## config.mk

```make
export PLATFORM = sky130hd
export DESIGN_NAME = seven_segment_scan_decoder
export DESIGN_NICKNAME = d
export VERILOG_FILES = /design/src/rtl/seven_segment_scan_pkg.sv /design/src/rtl/seven_segment_scan_decoder_segment_pattern_decoder.sv /design/src/rtl/seven_segment_scan_decoder.sv
export SDC_FILE = /design/constraint.sdc
export NUM_CORES = 1
export LEC_CHECK = 0
export ABC_AREA = 1
export ABC_CLOCK_PERIOD_IN_PS = 2400
export BUFFER_PORTS_ARGS = -buffer_cell sky130_fd_sc_hd__buf_2
export CAP_MARGIN = 20
export CORE_AREA = 2 2 88 90
export CTS_CLUSTER_SIZE = 14
export DETAILED_ROUTE_END_ITERATION = 10
export DIE_AREA = 0 0 90 92
export PLACE_DENSITY_LB_ADDON = 0.25
export SETUP_SLACK_MARGIN = 0.05
export SYNTH_ARGS = -nofsm -noshare
export SYNTH_HDL_FRONTEND = slang
export SYNTH_SLANG_ARGS = --single-unit
```

## constraint.sdc

```tcl
create_clock -name i_clk -period 2.4 [get_ports i_clk]
set_input_delay 0.36 -clock i_clk [delete_from_list [all_inputs] [get_ports i_clk]]
set_output_delay 0.36 -clock i_clk [all_outputs]
set_load 0.005 [all_outputs]
```

## src/rtl/seven_segment_scan_pkg.sv

```systemverilog
// Shared definitions for the seven-segment scan decoder.
// Holds the capture FSM state encoding, the abcdefg segment patterns for
// the hex digits 0-F (bit 6 = segment a ... bit 0 = segment g, 1 = lit),
// the digit slot indices and a small one-hot helper.
// The optional hex letter decode is switched by SEVEN_SEGMENT_HEX_DECODE_EN.
// This macro is consumed by segment_pattern_decoder.
package seven_segment_scan_pkg;

    typedef enum logic [1:0] {
        ST_IDLE    = 2'd0,
        ST_SETTLE  = 2'd1,
        ST_CAPTURE = 2'd2,
        ST_HOLD    = 2'd3
    } scan_state_e;

    localparam logic [6:0] SEG_PAT_0     = 7'b1111110;
    localparam logic [6:0] SEG_PAT_1     = 7'b0110000;
    localparam logic [6:0] SEG_PAT_2     = 7'b1101101;
    localparam logic [6:0] SEG_PAT_3     = 7'b1111001;
    localparam logic [6:0] SEG_PAT_4     = 7'b0110011;
    localparam logic [6:0] SEG_PAT_5     = 7'b1011011;
    localparam logic [6:0] SEG_PAT_6     = 7'b1011111;
    localparam logic [6:0] SEG_PAT_7     = 7'b1110000;
    localparam logic [6:0] SEG_PAT_8     = 7'b1111111;
    localparam logic [6:0] SEG_PAT_9     = 7'b1111011;
    localparam logic [6:0] SEG_PAT_A     = 7'b1110111;
    localparam logic [6:0] SEG_PAT_B     = 7'b0011111;
    localparam logic [6:0] SEG_PAT_C     = 7'b1001110;
    localparam logic [6:0] SEG_PAT_D     = 7'b0111101;
    localparam logic [6:0] SEG_PAT_E     = 7'b1001111;
    localparam logic [6:0] SEG_PAT_F     = 7'b1000111;
    localparam logic [6:0] SEG_PAT_BLANK = 7'b0000000;

    localparam int NUM_DIGITS = 3;
    localparam int DIGIT1_IDX = 0;
    localparam int DIGIT2_IDX = 1;
    localparam int DIGIT3_IDX = 2;

    // A slot is only meaningful when exactly one digit is selected; zero
    // selects are blanking gaps and several selects are ghosting.
    function automatic logic is_one_hot3(input logic [2:0] v);
        return (v == 3'b001) || (v == 3'b010) || (v == 3'b100);
    endfunction

endpackage

```

## src/rtl/seven_segment_scan_decoder_segment_pattern_decoder.sv

```systemverilog
// segment_pattern_decoder
// Purely combinational translation of a normalized abcdefg pattern
// (1 = lit) into a digit value.
// Ports:
//   i_pattern - 7-bit pattern, bit 6 = a ... bit 0 = g
//   o_valid   - pattern is a recognised digit or all segments off
//   o_blank   - pattern is all segments off
//   o_value   - decoded value (0 when blank or unrecognised)
// Macro SEVEN_SEGMENT_HEX_DECODE_EN adds the letters A, b, C, d, E and F.
module segment_pattern_decoder
    import seven_segment_scan_pkg::*;
(
    input  logic [6:0] i_pattern,
    output logic       o_valid,
    output logic       o_blank,
    output logic [3:0] o_value
);

    // Table lookup; anything not listed falls through to "not valid" so the
    // capture logic can flag it without touching the digit register.
    always_comb begin
        o_valid = 1'b1;
        o_blank = 1'b0;
        o_value = 4'h0;
        case (i_pattern)
            SEG_PAT_0:     o_value = 4'h0;
            SEG_PAT_1:     o_value = 4'h1;
            SEG_PAT_2:     o_value = 4'h2;
            SEG_PAT_3:     o_value = 4'h3;
            SEG_PAT_4:     o_value = 4'h4;
            SEG_PAT_5:     o_value = 4'h5;
            SEG_PAT_6:     o_value = 4'h6;
            SEG_PAT_7:     o_value = 4'h7;
            SEG_PAT_8:     o_value = 4'h8;
            SEG_PAT_9:     o_value = 4'h9;
            SEG_PAT_BLANK: o_blank = 1'b1;
`ifdef SEVEN_SEGMENT_HEX_DECODE_EN
            SEG_PAT_A:     o_value = 4'hA;
            SEG_PAT_B:     o_value = 4'hB;
            SEG_PAT_C:     o_value = 4'hC;
            SEG_PAT_D:     o_value = 4'hD;
            SEG_PAT_E:     o_value = 4'hE;
            SEG_PAT_F:     o_value = 4'hF;
`endif
            default:       o_valid = 1'b0;
        endcase
    end

endmodule

```

## src/rtl/seven_segment_scan_decoder.sv

```systemverilog
// seven_segment_scan_decoder
// Monitors a multiplexed seven-segment display bus and recovers the digit
// shown in each of the three slots.  Each slot must hold the same sampled
// segment/enable value for STABLE_CYCLES clocks before it is decoded once.
// Ports:
//   i_clk, i_rst          - clock, asynchronous active-high reset
//   i_sevenSegment        - segment bus, [7:1] = a..g, [0] = dp
//   i_sevenSegmentEnable  - digit selects, [0] = digit1 .. [2] = digit3
//   o_digit1..o_digit3    - last decoded value per digit
//   o_digitValid          - digit decoded since reset / bus timeout
//   o_blank               - last capture of that digit was all segments off
//   o_frameDone           - one-cycle pulse after all three digits captured
//   o_error               - one-cycle pulse when a pattern does not decode
// Macro SEVEN_SEGMENT_HEX_DECODE_EN (in the decoder) enables A-F decode.
module seven_segment_scan_decoder
    import seven_segment_scan_pkg::*;
#(
    parameter int STABLE_CYCLES  = 16,
    parameter int TIMEOUT_CYCLES = 50000,
    parameter bit SEG_ACTIVE_LOW = 1'b1,
    parameter bit EN_ACTIVE_LOW  = 1'b1
) (
    input  logic       i_clk,
    input  logic       i_rst,
    input  logic [7:0] i_sevenSegment,
    input  logic [2:0] i_sevenSegmentEnable,
    output logic [3:0] o_digit1,
    output logic [3:0] o_digit2,
    output logic [3:0] o_digit3,
    output logic [2:0] o_digitValid,
    output logic [2:0] o_blank,
    output logic       o_frameDone,
    output logic       o_error
);

    localparam int STB_W = $clog2(STABLE_CYCLES + 1);
    localparam int TO_W  = $clog2(TIMEOUT_CYCLES + 1);
    localparam logic [STB_W-1:0] STB_TARGET = STB_W'(STABLE_CYCLES);
    localparam logic [TO_W-1:0]  TO_LIMIT   = TO_W'(TIMEOUT_CYCLES);

    logic [10:0] sync1_q, sync1_d;
    logic [10:0] sync2_q, sync2_d;
    logic [7:0]  seg_norm;
    logic [2:0]  en_norm;
    logic [10:0] sample_now;
    logic        en_one_hot;

    scan_state_e      state_q, state_d;
    logic [10:0]      sample_q, sample_d;
    logic [STB_W-1:0] stable_cnt_q, stable_cnt_d, stable_cnt_inc;
    logic [TO_W-1:0]  to_cnt_q, to_cnt_d;

    logic [NUM_DIGITS-1:0][3:0] digits_q, digits_d;
    logic [NUM_DIGITS-1:0]      valid_q, valid_d;
    logic [NUM_DIGITS-1:0]      blank_q, blank_d;
    logic [NUM_DIGITS-1:0]      mask_q, mask_d;
    logic                       frame_done_q, frame_done_d;

    logic       capture_en;
    logic       error_now;
    logic       dec_valid;
    logic       dec_blank;
    logic [3:0] dec_value;

    // Synchronizer chain, then fold the bus polarity away so everything
    // downstream sees 1 = lit / selected.  The sample word is laid out as
    // {a..g, dp, enables}; dp takes part in the stability check only.
    assign sync1_d        = {i_sevenSegment, i_sevenSegmentEnable};
    assign sync2_d        = sync1_q;
    assign seg_norm       = sync2_q[10:3] ^ {8{SEG_ACTIVE_LOW}};
    assign en_norm        = sync2_q[2:0] ^ {3{EN_ACTIVE_LOW}};
    assign sample_now     = {seg_norm, en_norm};
    assign en_one_hot     = is_one_hot3(en_norm);
    assign stable_cnt_inc = stable_cnt_q + STB_W'(1);

    // The latched sample is what gets decoded, so the value written is
    // exactly the one that was seen stable for the whole settle window.
    segment_pattern_decoder u_decoder (
        .i_pattern (sample_q[10:4]),
        .o_valid   (dec_valid),
        .o_blank   (dec_blank),
        .o_value   (dec_value)
    );

    // All state lives here; reset drops everything back to an empty
    // monitor immediately, so a settle in progress is simply abandoned.
    always_ff @(posedge i_clk or posedge i_rst) begin
        if (i_rst) begin
            sync1_q      <= '0;
            sync2_q      <= '0;
            state_q      <= ST_IDLE;
            sample_q     <= '0;
            stable_cnt_q <= '0;
            to_cnt_q     <= '0;
            digits_q     <= '0;
            valid_q      <= '0;
            blank_q      <= '0;
            mask_q       <= '0;
            frame_done_q <= 1'b0;
        end else begin
            sync1_q      <= sync1_d;
            sync2_q      <= sync2_d;
            state_q      <= state_d;
            sample_q     <= sample_d;
            stable_cnt_q <= stable_cnt_d;
            to_cnt_q     <= to_cnt_d;
            digits_q     <= digits_d;
            valid_q      <= valid_d;
            blank_q      <= blank_d;
            mask_q       <= mask_d;
            frame_done_q <= frame_done_d;
        end
    end

    // Slot tracking FSM.  IDLE waits for a single selected digit, SETTLE
    // counts identical samples (the first sample counts as one), CAPTURE
    // decodes for one cycle, and HOLD parks until the select code moves so
    // a long slot is only captured once.
    always_comb begin
        state_d      = state_q;
        sample_d     = sample_q;
        stable_cnt_d = stable_cnt_q;
        capture_en   = 1'b0;
        error_now    = 1'b0;
        case (state_q)
            ST_IDLE: begin
                if (en_one_hot) begin
                    sample_d     = sample_now;
                    stable_cnt_d = STB_W'(1);
                    state_d      = ST_SETTLE;
                end
            end
            ST_SETTLE: begin
                if (sample_now == sample_q) begin
                    stable_cnt_d = stable_cnt_inc;
                    if (stable_cnt_inc == STB_TARGET) begin
                        state_d = ST_CAPTURE;
                    end
                end else begin
                    sample_d     = sample_now;
                    stable_cnt_d = STB_W'(1);
                    if (!en_one_hot) begin
                        state_d = ST_IDLE;
                    end
                end
            end
            ST_CAPTURE: begin
                capture_en = dec_valid;
                error_now  = !dec_valid;
                state_d    = ST_HOLD;
            end
            ST_HOLD: begin
                if (en_norm != sample_q[2:0]) begin
                    state_d = ST_IDLE;
                end
            end
            default: state_d = ST_IDLE;
        endcase
    end

    // Digit registers, frame mask and bus-idle timeout.  The frame pulse
    // is raised the cycle after the mask fills; clearing the mask first and
    // then OR-ing in a capture lets a capture in that cycle start the next
    // frame.  The timeout clear comes last so it wins over everything, but
    // the digit values themselves are kept for readback.
    always_comb begin
        digits_d     = digits_q;
        valid_d      = valid_q;
        blank_d      = blank_q;
        mask_d       = mask_q;
        frame_done_d = 1'b0;
        to_cnt_d     = to_cnt_q;

        if (mask_q == 3'b111) begin
            frame_done_d = 1'b1;
            mask_d       = '0;
        end

        if (capture_en) begin
            for (int i = 0; i < NUM_DIGITS; i++) begin
                if (sample_q[i]) begin
                    valid_d[i] = 1'b1;
                    blank_d[i] = dec_blank;
                    mask_d[i]  = 1'b1;
                    if (!dec_blank) begin
                        digits_d[i] = dec_value;
                    end
                end
            end
        end

        if (en_norm == 3'b000) begin
            if (to_cnt_q != TO_LIMIT) begin
                to_cnt_d = to_cnt_q + TO_W'(1);
            end
        end else if (en_one_hot) begin
            to_cnt_d = '0;
        end

        if (to_cnt_d == TO_LIMIT) begin
            valid_d = '0;
            blank_d = '0;
            mask_d  = '0;
        end
    end

    assign o_digit1     = digits_q[DIGIT1_IDX];
    assign o_digit2     = digits_q[DIGIT2_IDX];
    assign o_digit3     = digits_q[DIGIT3_IDX];
    assign o_digitValid = valid_q;
    assign o_blank      = blank_q;
    assign o_frameDone  = frame_done_q;
    assign o_error      = error_now;

endmodule

```

-- Yosys cells after proc, flatten, opt, wreduce, memory -nomap -nowiden
Index checks and enable logic that the tools add are counted.
- equality and inequality tests: 27
- bitwise logic cells: 3
- reduce and logical (&&, ||, !) cells: 21
- multiplexer cells: 37
- add/subtract/negate cells: 2
- operators by type and width (kind ; count):
    $eq 7x7->1 const B ; 8
    $mux 16 ; 3
    $pmux 4 s9 ; 1
    $mux 11 ; 2
    $pmux 11 s2 ; 1
    $mux 3 ; 7
    $add 16x1->16 const B ; 1
    $eq 16x16->1 const B ; 1
    $ne 16x16->1 const B ; 1
    $eq 7x6->1 const B ; 2
    $mux 1 ; 14
    $reduce_and 3->1 ; 4
    $eq 11x11->1 ; 1
    $reduce_or 11->1 ; 1
    $mux 2 ; 5
    $mux 5 ; 2
    $pmux 5 s2 ; 1
    $reduce_bool 2->1 ; 5
    $not 8->8 ; 1
    $pmux 2 s4 ; 1
    $reduce_and 2->1 ; 4
    $logic_not 7->1 ; 1
    $eq 3x3->1 const B ; 2
    $ne 2x2->1 const B ; 3
    15 further kinds ; 18
- bits in registers: 78

-- Depth between registers and ports, before layout
- depth in word-level cells: 9
- depth in mapped cells: 13
- mapped depth without buffers: 13

-- Hierarchy
From an unflattened synthesis, not the netlist that was laid out.
- cells, all modules: 450
- area total of the unflattened synthesis: 3841.2 µm²
- by module, submodules not included (module ; instances ; cells each ; area each (µm²)):
    seven_segment_scan_decoder ; 1 ; 402 ; 3611.0
    segment_pattern_decoder ; 1 ; 48 ; 230.2

-- Worst setup path after synthesis
Ideal clock, no wire load.
- kind: register -> register
- start point: register to_cnt_q[0]
- end point: register mask_q[0]
- setup slack: 0.669 ns
- data required time: 2.278 ns
- setup time: 0.122 ns
- stages on the path, launching flop included: 11
- arrival time: 1.608 ns
- buffers on the path: 0
- cell sequence: dfrtp_1 ha_1 nand3_1 nor2_1 nand2_1 o21ai_0 o21ai_0 nand2_1 nand4_1 nor2_4 nor2_1
- cells in the longest elaborated chain, start to end: 5
- elaborated cells on any way between the ends: 7
- ends and longest elaborated chain (element ; line ; RTL):
    from (decl) ; seven_segment_scan_decoder.sv:51 ; logic [TO_W-1:0] to_cnt_q, to_cnt_d;
    from (signal assigned) ; seven_segment_scan_decoder.sv:106 ; to_cnt_q <= to_cnt_d;
    $add 16x1->16 / $ne 16x16->1 (equally long branches) ; seven_segment_scan_decoder.sv:194, seven_segment_scan_decoder.sv:193 ;
    $mux 16 ; seven_segment_scan_decoder.sv:193 ; if (to_cnt_q != TO_LIMIT) begin
    $mux 16 * ; seven_segment_scan_decoder.sv:192 ; if (en_norm == 3'b000) begin
    $eq 16x16->1 * ; seven_segment_scan_decoder.sv:200 ; if (to_cnt_d == TO_LIMIT) begin
    $mux 3 * ; seven_segment_scan_decoder.sv:200 ;
    via mask_d[0] ; seven_segment_scan_decoder.sv:56 ; logic [NUM_DIGITS-1:0] mask_q, mask_d;
    to (signal assigned) ; seven_segment_scan_decoder.sv:110 ; mask_q <= mask_d;
    to (decl) ; seven_segment_scan_decoder.sv:56 ;
Mark *: on every way through the listed nets, which the timed path passes. The rest lies on a longest branch.
A chain may end at the register's enable or synchronous reset.

-- Final worst setup path
- start point: register sample_q[9]
- end point: output o_error
- cells in the longest elaborated chain, start to end: 5
- elaborated cells on any way between the ends: 15
- ends and longest elaborated chain (element ; line ; RTL):
    from (decl) ; seven_segment_scan_decoder.sv:49 ; logic [10:0] sample_q, sample_d;
    from (signal assigned) ; seven_segment_scan_decoder.sv:104 ; sample_q <= sample_d;
    $eq 7x7->1 (tied with other cells) ; seven_segment_scan_decoder_segment_pattern_decoder.sv:25 ; case (i_pattern)
    $reduce_or 11->1 (no line) * ; n/a ;
    $mux 1 * ; seven_segment_scan_decoder_segment_pattern_decoder.sv:25 ;
    $logic_not 1->1 * ; seven_segment_scan_decoder.sv:149 ; error_now = !dec_valid;
    $mux 1 * ; seven_segment_scan_decoder.sv:125 ; case (state_q)
    to (decl) ; seven_segment_scan_decoder.sv:33 ; output logic o_error
Mark *: on every way between the ends. The rest lies on a longest branch, timed or not.

==> results.yml <==
sta:
  tns_ns: 0
  finalCritPeriodShare_pct: 91.2
  worst_pin_slew_ns: 0.730
  fin_ws_ns: 0.212
  min_period_ns: 2.19
  holdWs_ns: 0.114
  fmax_mhz: 457
  skew_ns: 0.0127
  finalSetupViolCount: 0
  rsz0062_at_grt: "no"
  report.final.hold_viol_count: 0
  slew_violations: 0
  max_slew_margin_pct: 51.2
detailed_routing:
  vias_per_cell: 5.05
  drt_wl_total_mm: 7.73
  drt_iter0_markers: 164
  ant_nets: 0
  first_pass_iters: 5
  drc_errors: 0
  wl_per_cell_um: 12.6
  via_count: 3099
placed_design:
  place_inst: 599
  io_buffers: 32
  place.gp.congestion: 0.954
  dp_hpwl_mm: 5.75
  dpl-instance-area_um2: 4140
  pre_cts_ws_ns: 0.354
worst_hold_path:
  worstHoldEndpoint: "sync1_q[10]"
  hold_class: "in2reg"
  min_delay_path_depth: 1
  hp-start: "i_sevenSegment[7]"
job:
  maxCapViolCount: 0
worst_setup_path:
  rrSetupSlack_ns: 0.31
  crit_path_end_kind: "output pin"
  cp-startpoint: "sample_q[9]"
  crit_arrival_ns: 1.83
  worstReg2RegStart: "to_cnt_q[0]"
  worst-setup-path-type: "reg2out"
  cp_max_fo: 5
  crit_path_start_kind: "flip-flop"
  worstPathRequired_ns: 2.04
  reg2regPathDepth: 10
  r2r-end: "o_digitValid[0]"
run_status:
  status: "complete, no violations"
floorplan:
  io_pins: 33
  dieArea_um2: 8280
  dieHeight_um: 92
  start_util_pct: 51.5
  coreArea_um2: 7450
  num_rows: 32
  die_x_um: 90
grt:
  grt_pass1_vias: 2943
  grt_max_degree: 32
  overflow: 0
  grt_first_pass_wirelength_mm: 13.5
  track_usage_pct: 20.4
  antenna_found_initial: 0
clocking:
  cts_tree: "done"
  numCtsBuffers: 9
  clock_sinks: 78
  post-cts-setup-buffers: 0
  path_clk_slew_ns: 0.08
  ctsRootBufferMaster: "clkbuf_8"
  cts_buffer_depth: 2
  cts_htree_levels: 3
  clkLatencyLatePin_ns: 0.35
cells_and_area:
  fin_cells: 614
  postLayoutCoreUtil_pct: 59.0
  layout.area.seq_um2: 1950
  syn2layout_area_growth_pct: 14.7
  final_net_count: 524
  fillers: 670
  layout-drive-gt1-share_pct: 17.2
  fin_area_um2: 4400
  antenna_cells: 0
  multiInputGateArea_um2: 1600
power:
  p_sw_mw: 0.962
  combinationalPowerShare_pct: 16.2
  p_seq_share_pct: 47.3
  intPower_mw: 2.31
  ir_drop_v: 0.000299
  p_leak_nw: 2.17
  clkPwrFrac_pct: 36.5
  swShare_pct: 29.4
  power.total_mw: 3.27
  p_per_area_nw_per_um2: 745
yosys:
  synth.avg_cell_area_um2: 8.24
  synthArstFlopShare_pct: 100
  syn_area_um2: 3830
  ys_seq_area_share_pct: 50.9
  yosys_warnings: 0
  synthCells: 465
  synth_nets: 481
  synth_seq_cells: 78
  synth.distinct_cells: 32
  synth_edf_count: 0
  synth_ff_type: "dfrtp_1"
[metal layers]
layer	wire, um	part of all wire [%]	global-route usage, %
met1	3670	47	28.4
met2	3530	46	32.4
met3	457	5.9	4.11
met4	72	0.93	6.41
met5	0	0	0
[worst max-delay path, stage by stage, from the launching register on]
cell,delay (ns)
dfrtp_1,0.46
nand3_2,0.15
nand3b_1,0.20
nand2_1,0.08
nor2_1,0.13
nand3_2,0.14
nor3_1,0.18
buf_2,0.15
[synth_stat cells, types with 3 or more instances]
cell	count	share of area, %
xnor2_1	6	1.4
nor3_1	7	0.91
nand4_1	9	1.5
ha_1	3	0.98
xor2_1	9	2.1
dfrtp_1	78	51
o21ai_0	28	3.7
a21oi_1	4	0.52
nor2_1	53	5.2
nand2_1	120	12
o21ai_2	9	2.1
nor2_4	3	0.88
nand2_2	8	1.3
inv_2	4	0.39
inv_1	65	6.4
o21ai_1	5	0.65
nand3_1	33	4.3
[cell usage in the layout, fill, tap and decap left out, drive strengths merged]
cell      instances
o31ai             2
inv              69
nand2           129
a31oi             1
and3              1
and2              1
xor2              9
buf              35
nor2             58
dfrtp            78
a21boi            1
ha                3
a21oi             4
nand3            37
xnor2             6
clkinvlp          2
bufinv            3
nor3             10
nor4              1
clkbuf           10
o21ai            42
nand4             9
nand3b            1
[how the worst max path moves through the flow]
stage | endpoint | slack [ns] | cells after the start
after floorplan | mask_q[0] | 0.67 | 10
after global placement | mask_q[0] | 0.46 | 10
after detailed placement | o_digitValid[0] | 0.35 | 10
after CTS | o_error | 0.16 | 7
after global routing | o_error | 0.06 | 8
final | o_error | 0.21 | 7
[cells by family (layout without fill, tap and decap cells)]
logic type / Yosys count / count (layout) / share of synthesized area [%]
xor gates and xnor gates: 15 / 15 / 3.43
and+or+nand+nor: 247 / 247 / 29.5
buffers and inverters: 72 / 119 / 7.54
adders and majority gates: 3 / 3 / 0.979
AOI/OAI and AO/OA: 50 / 50 / 7.64
DFF: 78 / 78 / 50.9
[state kept, by name, summed over array words and instances (netlist names), 3 cells and up, named ones only]
name          count
o_digit3          4
o_digitValid      3
to_cnt_q         16
sample_q         11
o_digit2          4
sync2_q          11
mask_q            3
o_blank           3
sync1_q          11
o_digit1          4
stable_cnt_q      5
[layout make-up]
| cell class | count | area share [%] |
|---|---|---|
| flip-flops and latches | 78 | 44.4 |
| multi-input cells | 315 | 36.4 |
| inverters | 69 | 5.98 |
| repair buffers | 35 | 4.73 |
| clock buffers | 10 | 3.13 |
| well taps | 102 | 2.90 |
| clock inverters | 5 | 2.42 |
[timing repair]
action,in CTS,in global routing
setup endpoints to repair,0,1
hold buffers,0,0
resized for setup,0,3
[power groups by stage]
stage                     Sequential [mW]  Combinational (mW)  Clock [mW]
after floorplan                      1.53               0.453           0
after global placement               1.56               0.515           0
after detailed placement             1.57               0.529           0
after CTS                            1.54               0.532        1.22
after global routing                 1.57               0.607        1.29
final                                1.55               0.529        1.20
(Power assumes the default switching activity.)
